`src/rtl/bcd_event_counter_pkg.sv`:
```
// Shared constants for the BCD event counter and its decade cells.
`timescale 1ns/1ps
package bcd_event_counter_pkg;
  localparam int unsigned BCD_W = 4;
  localparam logic [BCD_W-1:0] BCD_MAX = 4'd9;
  localparam int unsigned NDIG_MAX = 8;
endpackage

```
`src/rtl/bcd_event_counter_digit.sv`:
```
// One decimal decade: counts 0..9 on inc, wraps to 0, synchronous clear wins.
`timescale 1ns/1ps
module bcd_digit
  import bcd_event_counter_pkg::*;
(
  input  logic             clk,
  input  logic             rstn,
  input  logic             inc,
  input  logic             clr,
  output logic [BCD_W-1:0] q,
  output logic             tc
);

  logic [BCD_W-1:0] q_q;
  logic [BCD_W-1:0] q_d;

  // Next digit value: clear, wrap at 9, or step.
  always_comb begin
    q_d = q_q;
    if (clr) begin
      q_d = '0;
    end else if (inc) begin
      q_d = (q_q == BCD_MAX) ? '0 : q_q + BCD_W'(1);
    end
  end

  // Digit register.
  always_ff @(posedge clk or negedge rstn) begin
    if (!rstn) begin
      q_q <= '0;
    end else begin
      q_q <= q_d;
    end
  end

  assign q  = q_q;
  assign tc = (q_q == BCD_MAX);

endmodule

```
`src/rtl/bcd_event_counter.sv`:
```
// NDIG-digit BCD event counter with sticky overflow and a valid/ready snapshot port.
`timescale 1ns/1ps
module bcd_event_counter
  import bcd_event_counter_pkg::*;
#(
  parameter int unsigned NDIG = 2
) (
  input  logic                  clk,
  input  logic                  rstn,
  input  logic                  cin,
  input  logic                  clr,
  input  logic                  cap_req,
  input  logic                  cap_ready,
  output logic [BCD_W*NDIG-1:0] bcd,
  output logic                  ovf,
  output logic                  cap_valid,
  output logic [BCD_W*NDIG-1:0] cap_data,
  output logic                  cap_drop
);

  localparam int unsigned W = BCD_W * NDIG;

  logic [NDIG:0]   en;
  logic [NDIG-1:0] tc;
  logic [W-1:0]    cnt;

  logic            ovf_q, ovf_d;
  logic            cap_valid_q, cap_valid_d;
  logic [W-1:0]    cap_data_q, cap_data_d;
  logic            cap_drop_q, cap_drop_d;
  logic            accept_c;

  // en[i] = cin and every digit below i sits at 9; en[NDIG] marks a full-scale wrap.
  assign en[0] = cin;

  for (genvar gi = 0; gi < NDIG; gi++) begin : g_digit
    assign en[gi+1] = en[gi] & tc[gi];

    bcd_digit u_digit (
      .clk  (clk),
      .rstn (rstn),
      .inc  (en[gi]),
      .clr  (clr),
      .q    (cnt[gi*BCD_W +: BCD_W]),
      .tc   (tc[gi])
    );
  end

  assign accept_c = cap_req & (~cap_valid_q | cap_ready);

  // Overflow flag and snapshot handshake next-state.
  always_comb begin
    ovf_d       = ovf_q;
    cap_valid_d = cap_valid_q;
    cap_data_d  = cap_data_q;
    cap_drop_d  = 1'b0;

    if (clr) begin
      ovf_d = 1'b0;
    end else if (en[NDIG]) begin
      ovf_d = 1'b1;
    end

    if (accept_c) begin
      cap_data_d  = cnt;
      cap_valid_d = 1'b1;
    end else if (cap_valid_q && cap_ready) begin
      cap_valid_d = 1'b0;
    end

    cap_drop_d = cap_req & cap_valid_q & ~cap_ready;
  end

  // Status and snapshot registers.
  always_ff @(posedge clk or negedge rstn) begin
    if (!rstn) begin
      ovf_q       <= 1'b0;
      cap_valid_q <= 1'b0;
      cap_data_q  <= '0;
      cap_drop_q  <= 1'b0;
    end else begin
      ovf_q       <= ovf_d;
      cap_valid_q <= cap_valid_d;
      cap_data_q  <= cap_data_d;
      cap_drop_q  <= cap_drop_d;
    end
  end

  assign bcd       = cnt;
  assign ovf       = ovf_q;
  assign cap_valid = cap_valid_q;
  assign cap_data  = cap_data_q;
  assign cap_drop  = cap_drop_q;

endmodule

```
`config.mk`:
```
export PLATFORM = sky130hd
export DESIGN_NAME = bcd_event_counter
export DESIGN_NICKNAME = d
export VERILOG_FILES = /design/src/rtl/bcd_event_counter_pkg.sv /design/src/rtl/bcd_event_counter_digit.sv /design/src/rtl/bcd_event_counter.sv
export SDC_FILE = /design/constraint.sdc
export NUM_CORES = 1
export LEC_CHECK = 0
export CAP_MARGIN = 25
export CORE_ASPECT_RATIO = 0.75
export CORE_UTILIZATION = 45
export DETAILED_ROUTE_END_ITERATION = 10
export GPL_ROUTABILITY_DRIVEN = 0
export PLACE_DENSITY = 0.77
export RECOVER_POWER = 100
export SLEW_MARGIN = 20
export SYNTH_ARGS = -nofsm -noshare
export SYNTH_HDL_FRONTEND = slang
export SYNTH_SLANG_ARGS = --single-unit
```
`constraint.sdc`:
```
create_clock -name clk -period 2.4 [get_ports clk]
set_input_delay 0.24 -clock clk [delete_from_list [all_inputs] [get_ports clk]]
set_output_delay 0.24 -clock clk [all_outputs]
set_load 0.05 [all_outputs]
```
# After elaboration in Yosys (flattened, before gate mapping)
# Cells that the tools add are included.
word_totals:
  output_inout_bits: 19
  input_bits: 6
  regBits: 19
classes:
  bitwise: 8
  n_reduce_logical: 5
  mux: 10
  n_eq_ne: 2
  n_addsub: 2
op_table:
  columns: ["cell", "count"]
  rows:
  - ["$mux W4", 6]
  - ["$add A4 B1 Y4 const B", 2]
  - ["$eq A4 B4 Y1 const B", 2]
  - ["$reduce_bool A2 Y1", 4]
  - ["$and A1 B1 Y1", 5]
  - ["$mux W1", 4]
  - ["$not A1 Y1", 2]
  - ["$logic_and A1 B1 Y1", 1]
  - ["$or A1 B1 Y1", 1]

# Longest topological paths before layout
# Gate-level depths: netlist (run 1).
logic_depth:
  depth_word: 5
  mapped_depth: 5
  depth_no_buf: 5

# Modules after synthesis
# From an unflattened synthesis (run 1), not the netlist that was laid out.
unflattened:
  cells_unflattened: 75
  area_unflattened_um2: 909.6
by_module_without_submodules:
  columns: ["module", "area_each_um2", "cells_each", "seq_area_each_um2", "n_inst"]
  rows:
  - ["bcd_digit", 231.5, 24, 100.1, 2]
  - ["bcd_event_counter", 446.7, 27, 275.3, 1]

# Worst setup path after synthesis (run 1)
# OpenSTA, ideal clock, no wires.
synth_path:
  path_type: "reg2reg"
  from: "register g_digit[0].u_digit.q_q[0]"
  to: "register g_digit[1].u_digit.q_q[3]"
  path_buffers: 0
  setup_time_ps: 82
  stages_incl_launch_ff: 5
  t_required_ps: 2318
  period_less_slack_ps: 1729
  t_arrival_ps: 1647
  path_slack_ps: 671
  path_cell_list: "dfrtp_1 > ha_1 > nand4b_2 > or3_1 > a31oi_1"
synth_via:
  elab_chain_len: 3
synth_lines:
  columns: ["item", "line", "text"]
  rows:
  - ["from (decl)", "bcd_event_counter_digit.sv:14", "logic [BCD_W-1:0] q_q;"]
  - ["from (signal assigned)", "bcd_event_counter_digit.sv:32", "q_q <= q_d;"]
  - ["$eq A4 B4 Y1", "bcd_event_counter_digit.sv:37", "assign tc = (q_q == BCD_MAX);"]
  - ["$and A1 B1 Y1", "bcd_event_counter.sv:37", "assign en[gi+1] = en[gi] & tc[gi];"]
  - ["$reduce_bool A2 Y1 (no source line)", null, null]
  - ["to (signal assigned)", "bcd_event_counter_digit.sv:32", null]
  - ["to (decl)", "bcd_event_counter_digit.sv:14", null]
# Every way passes these cells.
# A chain may end at the register's enable or synchronous reset.

# Worst setup path in the final report (run 1)
layout_path:
  from: "register g_digit[1].u_digit.q_q[0]"
  to: "output port bcd[4]"
layout_lines:
  columns: ["item", "line", "text"]
  rows:
  - ["to (decl)", "bcd_event_counter.sv:14", "output logic [BCD_W*NDIG-1:0] bcd,"]
# No word-level cell between the ends.

==> metrics.cfg, run 1 <==
[status]
status=finished, final reports clean

[timing]
period_share=0.805
hold_viol_final=0
fin_crit_ps=1930
rsz0062_at_grt=false
slew_headroom=0.435
worstMarginPinSlew_ps=844
finalSetupViolations=0
worst_slack_ps=468
holdWs_ps=488
slew_violations=0
skew_ps=1.89
setup_tns_ps=0
fmax_mhz=518

[place]
dpl_worst_slack_ps=698
portBuffers=24
hpwl_mm=1.24
dpl_cell_area_um2=1150

[worst_setup_path]
endpoint=bcd[4]
critical_path_class=reg -> out
reg2reg_slack_ps=800
critical_path.max_stage_delay_ps=910
worst_ep_required_time_ps=2160
startpoint_type=flip-flop
cp_num_cells=1
crit_path_max_fanout=7
critical_path_arrival_ps=1690
worst-path-buf-inv=1
reg2reg_depth=5
cp-end-kind=primary output
crit_slowest_cell=dlygate4sd3_1
cpLargestDelayFamily=buffers and inverters
path_cells=dlygate4sd3_1
worstReg2RegStart=g_digit[0].u_digit.q[1]
crit_start=g_digit[1].u_digit.q[0]
r2r-end=g_digit[1].u_digit.q[3]

[grt]
grt_pass1_vias=600
grt_pass1_wl_mm=2.77
overflow=0
grt_max_degree=20
track_usage=0.189
grt_antenna_before_repair=0

[clock_network]
worstSkewPairLatency_ps=290
tritoncts=built
cts_made_buffers=3
cts_resized=0
clockBufferDepth=2
post_cts_buffers=0
cts.sinks=19
cts.clk_slew.worst_paths_ps=100
clockRootBuffer=clkbuf_4
htree_levels=1
cts-hold-fix-buffers=0

[floorplan]
die_h_um=40.4
rows=13
die_w_um=53.2
dieArea_um2=2150
ios=25
coreArea_um2=1790
initial_utilization=0.494

[routing]
drt-initial-drc-count=6
antenna_left=0
via_per_inst=5.32
wl_per_cell_um=13.6
drcViolationCount=0
vias=665
dr.pass1.iters=3
routed_wl_mm=1.70

[logic_synthesis]
synth_area_um2=885
synth.distinct_cells=21
synth_top_cell_area_share=0.537
ys_ff_latch=19
synthCells=76
ys_top_cells_by_area=dfrtp_1 54%, mux2_2 10%, ha_1 5.7%, nand3b_1 4.2%, nand2_1 3.0%
syn-num-nets=86
ys_warn_count=0
synth.avg_cell_area_um2=11.6
synth_top_area_cell=dfrtp_1
ys_seq_area_frac=0.537

[worst_hold_path]
hold_class=in -> async

[finish]
multi_input_area_um2=384
fillers=155
nNetsFinal=114
area_growth_pct=32.1
num_antenna_cells=0
ff_latch_area_um2=475
fin_area_um2=1170
fin_util=0.653
drive_gt1_frac=0.117

[job]
drv_cap=0

[power]
ir_worst_vdd_uv=566
powerDensity_nw_per_um2=522
p_leak_nw=0.562

-- worst min path at each step --
stage                        endpoint  slack, ps  cells past startpoint
after floorplan           cap_data[0]        -60                      0
after global placement    cap_data[7]        490                      1
after detailed placement  cap_data[2]        490                      1
after CTS                    cap_drop        450                      1
after global routing      cap_data[5]        520                      1
final                        cap_drop        490                      1
-- registers in the layout (all words and copies together) (netlist names) --
| name | count |
|---|---|
| cap_data | 8 |
| cap_drop | 1 |
| cap_valid | 1 |
| g_digit.u_digit.q | 8 |
| ovf | 1 |
-- final cells by class --
| cell class | count | area share |
|---|---|---|
| clock buffer | 4 | 0.0225 |
| tap | 22 | 0.0236 |
| inverter | 4 | 0.0128 |
| multi-input combinational | 52 | 0.329 |
| timing repair buffer | 24 | 0.206 |
| sequential | 19 | 0.407 |
-- synthesized netlist by cell type --
library cell	count
dfrtp_1	19
mux2_2	8
nand2_1	7
a21oi_1	5
nand3b_1	5
ha_1	4
inv_1	4
nand2b_1	4
o21ai_0	3
and4b_1	2
nand3_1	2
nor2_1	2
o31ai_1	2
or3_1	2
a21boi_0	1
a31oi_1	1
clkbuf_1	1
nand4b_1	1
nand4b_2	1
o21ba_2	1
or3b_1	1
-- routing by layer --
layer | part of all wire | GRT usage | vias up
met2 | 0.45 | 0.329 | 19
li1 | - | - | 325
met5 | 0 | 0 | -
met1 | 0.49 | 0.229 | 321
met3 | 0.059 | 0.0682 | 0
met4 | 0 | 0.0395 | 0
-- where the power goes --
| part | total (mW) | switching (mW) | leakage (nW) | internal (mW) |
|---|---|---|---|---|
| logic | 0.109 | 0.0718 | 0.289 | 0.0372 |
| registers | 0.343 | 0.0104 | 0.258 | 0.332 |
| clock network | 0.158 | 0.0936 | 0.0150 | 0.0647 |
| total | 0.610 | 0.176 | 0.562 | 0.434 |
-- kinds of logic (layout without fill, tap and decap cells) --
group                      Yosys count  count (layout)  share of synthesized area
buffers and inverters                5              32                     0.0212
and+or+nand+nor                     27              27                      0.194
DFF                                 19              19                      0.537
AOI/OAI and AO/OA                   13              13                     0.0891
adders and majority gates            4               4                     0.0566
muxes                                8               8                      0.102
-- cells in the final DEF, fill, tap and decap left out, drive strengths merged, types with 4 or more instances in the layout --
master       count
dlygate4sd3     21
dfrtp           19
mux2             8
nand2            7
a21oi            5
nand3b           5
inv              4
nand2b           4
ha               4
clkbuf           4
-- metrics by stage --
| step | power (mW) | std cells |
|---|---|---|
| 2_1_floorplan | 0.417 | 76 |
| 3_3_place_gp | 0.462 | 121 |
| 3_5_place_dp | 0.465 | 121 |
| 4_1_cts | 0.626 | 125 |
| 5_1_grt | 0.636 | 125 |
| 6_report | 0.610 | 125 |
No activity file was read; power rests on OpenSTA's default activity.
==> inputs of run 2 (changes only) <==
==> constraint.sdc (replaced) <==
create_clock -name clk -period 1.8 [get_ports clk]
set_input_delay 0.18 -clock clk [delete_from_list [all_inputs] [get_ports clk]]
set_output_delay 0.18 -clock clk [all_outputs]
set_load 0.05 [all_outputs]
==> run 2 against run 1 <==
Net effect:
- sequential power is 33% higher
- register-to-register slack worse by 580 ps
- first-iteration DRC count is 33% lower
- final area is 3.0% lower
- via count is 1.8% higher
- cell count is 0.80% higher
- clock-buffer cell count stayed put
- largest cell class unchanged
- worst hold slack worse by 14 ps
- power is 33% higher
- setup slack worse by 390 ps
- critical path type unchanged
==> metrics.cfg, run 2 (synthesized netlist as in run 1, its figures left out) <==
[routing]
wl_per_cell_um=13.4
antenna_left=0
drcViolationCount=0
routed_wl_mm=1.69
drt-initial-drc-count=4
via_per_inst=5.37
dr.pass1.iters=4
vias=677

[timing]
fin_crit_ps=1720
slew_headroom=0.339
hold_viol_final=0
fmax_mhz=580
setup_tns_ps=0
skew_ps=3.81
holdWs_ps=475
worst_slack_ps=76.0
finalSetupViolations=0
slew_violations=0
period_share=0.958
rsz0062_at_grt=false
worstMarginPinSlew_ps=991

[worst_setup_path]
worst_ep_required_time_ps=1620
cp-end-kind=primary output
critical_path_arrival_ps=1540
crit_slowest_cell=clkdlybuf4s50_1
critical_path.max_stage_delay_ps=830
path_cells=clkdlybuf4s50_1
startpoint_type=flip-flop
worst-path-buf-inv=1
critical_path_class=reg -> out
crit_path_max_fanout=5
cpLargestDelayFamily=buffers and inverters

[clock_network]
cts_made_buffers=3
clockRootBuffer=clkbuf_4
tritoncts=built
clockBufferDepth=2
cts-hold-fix-buffers=0
htree_levels=1
cts.sinks=19
cts.clk_slew.worst_paths_ps=100
worstSkewPairLatency_ps=290

[floorplan]
rows=13
ios=25
initial_utilization=0.494
dieArea_um2=2150
die_w_um=53.2
coreArea_um2=1790
die_h_um=40.4

[place]
portBuffers=24
hpwl_mm=1.24
dpl_worst_slack_ps=177
dpl_cell_area_um2=1150

[grt]
grt_pass1_wl_mm=2.84
grt_antenna_before_repair=0
grt_pass1_vias=639
track_usage=0.198
grt_util_met3=0.0833
use_met1=0.228
overflow=0
grt_max_degree=20
grt.busiest_layer=met2
met2_usage=0.345

[job]
drv_cap=0

[finish]
fin_area_um2=1130
fillers=163
final_cell_mix=19 x dfrtp_1, 12 x dlygate4sd3_1, 8 x mux2_2, 8 x clkbuf_1, 7 x nand2_1
layout_commonest_cell=dfrtp_1
num_antenna_cells=0
area_growth_pct=28.1
drive_gt1_frac=0.115
nNetsFinal=115

[power]
powerDensity_nw_per_um2=715
ir_worst_vdd_uv=786
p_leak_nw=0.528

[worst_hold_path]
hold_class=in -> reg

[status]
status=finished, final reports clean

[run 2: cell count changes in the layout (fill, tap and decap cells not counted)]
cell             previous run  this run
dlygate4sd2_1               0         1
clkdlybuf4s50_1             3         5
dlygate4sd3_1              21        12
clkbuf_1                    1         8
[run 2: final timing paths]
path / slack [ps] / start / endpoint / cells after the start
max reg2reg: 220 / g_digit[0].u_digit.q[1] / g_digit[1].u_digit.q[3] / 5
min reg2reg: 510 / ovf / ovf / 1
min in group asynchronous: 580 / rstn / cap_data[2] / 2
min: 470 / cap_req / cap_drop / 3
max in group asynchronous: 630 / rstn / g_digit[1].u_digit.q[1] / 2
max: 80 / g_digit[1].u_digit.q[1] / bcd[5] / 1
[run 2: final cells by class]
type,instances,area (µm²),share of cell area
multi-input combinational,52,384,0.339
timing repair buffer,25,205,0.181
tap,22,27.5,0.0243
clock buffer,4,26.3,0.0232
sequential,19,475,0.419
inverter,4,15.0,0.0132
[run 2: timing repair]
action / CTS / global route
endpoints found under the setup margin: 1 / 3
hold endpoints to repair: 0 / 0
gates resized for setup: 1 / 3
setup buffers: 0 / 0
[run 2: layer usage]
metal,share of wire,wire [µm]
met5,0,0
met2,0.47,798
met4,0.0059,10
met1,0.46,771
met3,0.065,110
[run 2: through the flow]
stage | std cells | utilization | power (mW)
after CTS | 126 | 0.656 | 0.836
after global routing | 126 | 0.634 | 0.847
final | 126 | 0.634 | 0.810
after global placement | 122 | 0.642 | 0.618
after detailed placement | 122 | 0.642 | 0.621
after floorplan | 76 | - | 0.556
[run 2: report_power, final]
group          internal [mW]  switching [mW]
Combinational         0.0465          0.0959
Clock                 0.0862           0.125
Sequential             0.443          0.0139
==> inputs of run 3 (changes only) <==
--- a/config.mk
+++ b/config.mk
@@ -10,9 +10,10 @@
 export CORE_UTILIZATION = 45
 export DETAILED_ROUTE_END_ITERATION = 10
 export GPL_ROUTABILITY_DRIVEN = 0
+export GPL_TIMING_DRIVEN = 0
 export PLACE_DENSITY = 0.77
 export RECOVER_POWER = 100
-export SLEW_MARGIN = 20
+export SLEW_MARGIN = 0
 export SYNTH_ARGS = -nofsm -noshare
 export SYNTH_HDL_FRONTEND = slang
 export SYNTH_SLANG_ARGS = --single-unit
==> run 3 against run 2 <==
Net effect:
- global-route usage increased by 0.88 points
- cell count did not move
- largest cell class unchanged
- clock power hardly changed
- sequential cell count stayed put
- utilization is 0.21 points higher
- power rose by 0.93%
- maximum frequency up 1.5%
- sequential power is essentially flat
- clock skew decreased by 2.5 ps
- final area increased by 0.33%
==> metrics.cfg, run 3 (synthesized netlist as in run 1, its figures left out) <==
[grt]
grt_pass1_wl_mm=2.97
grt_pass1_vias=663
grt_max_degree=20
track_usage=0.207
grt_antenna_before_repair=0
overflow=0

[clock_network]
tritoncts=built
clockRootBuffer=clkbuf_4
cts.sinks=19
htree_levels=1
clockBufferDepth=2
cts_made_buffers=3
cts.clk_slew.worst_paths_ps=100
worstSkewPairLatency_ps=290
cts-hold-fix-buffers=0

[routing]
routed-wl-met2_um=847
antenna_left=0
drt-initial-drc-count=2
routed-wl-met3_um=120
wl_per_cell_um=14.2
vias=680
dr.pass1.iters=4
routed_wl_mm=1.79
drcViolationCount=0
dr.max_layer_used=met4
wl_met1_um=803
via_per_inst=5.40

[power]
p_leak_nw=0.516
p_sw_mw=0.239
ir_worst_vdd_uv=557
intPower_mw=0.578
power_mw=0.818
netSwitchingFraction=0.292
seq_power_share=0.560
pwr-share-clk=0.261
powerDensity_nw_per_um2=719
combPwrFrac=0.179

[job]
drv_cap=0

[worst_setup_path]
crit_path_max_fanout=2
cpLargestDelayFamily=buffers and inverters
cp-end-kind=primary output
startpoint_type=flip-flop
reg2reg_depth=5
crit_slowest_cell=dlygate4sd3_1
critical_path.max_stage_delay_ps=870
critical_path_class=reg -> out
critical_path_arrival_ps=1520
path_cells=dlygate4sd3_1
worst-path-buf-inv=1
worst_ep_required_time_ps=1620
cp_num_cells=1

[timing]
rsz0062_at_grt=false
hold_viol_final=0
setup_tns_ps=0
fin_crit_ps=1700
fmax_mhz=589
period_share=0.944
worstMarginPinSlew_ps=850
slew_violations=0
slew_headroom=0.431
finalSetupViolations=0
skew_ps=1.34

[floorplan]
initial_utilization=0.494
rows=13
dieArea_um2=2150
die_w_um=53.2
ios=25
coreArea_um2=1790
die_h_um=40.4

[finish]
drive_gt1_frac=0.115
nNetsFinal=115
layout_commonest_cell=dfrtp_1
fillers=174
fin_area_um2=1140
num_antenna_cells=0
final_cell_mix=19 x dfrtp_1, 12 x clkdlybuf4s50_1, 8 x mux2_2
area_growth_pct=28.6

[place]
portBuffers=24
dpl_cell_area_um2=1150

[status]
status=finished, final reports clean

[worst_hold_path]
hold_class=in -> async

## run 3: cell count changes in the layout (fill, tap and decap cells not counted), sizes merged
cell,previous run,this run
dlygate4sd3,12,4
clkdlybuf4s50,5,12
dlygate4sd2,1,3
clkbuf,11,10
## run 3: power by group through the flow
stage	logic (mW)	registers (mW)	clock network [mW]
final	0.146	0.458	0.214
after global routing	0.156	0.460	0.242
after CTS	0.155	0.458	0.222
after detailed placement	0.156	0.467	0
after global placement	0.152	0.464	0
after floorplan	0.0341	0.522	0
## run 3: per-stage QoR
step | setup slack (ps) | util | hold WS [ps] | instances
final | 101 | 0.636 | 427 | 126
after CTS | 3.08 | 0.657 | 387 | 126
after global routing | 50.9 | 0.636 | 476 | 126
after global placement | 186 | 0.644 | 486 | 122
after floorplan | 71.1 | - | -116 | 76
after detailed placement | 138 | 0.644 | 494 | 122
## run 3: final timing paths
| path | start | to | slack [ps] |
|---|---|---|---|
| worst max-delay path | cap_data[7] | cap_data[7] | 100 |
| worst min register to register | cap_data[5] | cap_data[5] | 510 |
| worst max register to register | g_digit[0].u_digit.q[1] | g_digit[1].u_digit.q[3] | 150 |
| min in group clk | cap_req | cap_valid | 460 |
| max in group asynchronous | rstn | g_digit[1].u_digit.q[3] | 850 |
| worst min-delay path | rstn | cap_data[5] | 430 |
## run 3: repair_timing
item,4_1_cts,5_1_grt
resized for setup,3,5
setup buffers,0,0
setup endpoints to repair,3,5
cloned,0,0
## run 3: final cells by class
| type | instances | area [µm²] | share of cell area |
|---|---|---|---|
| Buffer | 1 | 3.75 | 0.00330 |
| Clock buffer | 4 | 26.3 | 0.0231 |
| Inverter | 4 | 15.0 | 0.0132 |
| Multi-Input combinational cell | 52 | 384 | 0.338 |
| Sequential cell | 19 | 475 | 0.418 |
| Tap cell | 22 | 27.5 | 0.0242 |
| Timing Repair Buffer | 24 | 205 | 0.180 |
## run 3: per-layer routing
| layer | GRT usage | vias to the layer above |
|---|---|---|
| li1 | - | 326 |
| met1 | 0.225 | 330 |
| met2 | 0.364 | 19 |
| met3 | 0.0795 | 5 |
| met4 | 0.0987 | 0 |
| met5 | 0 | - |
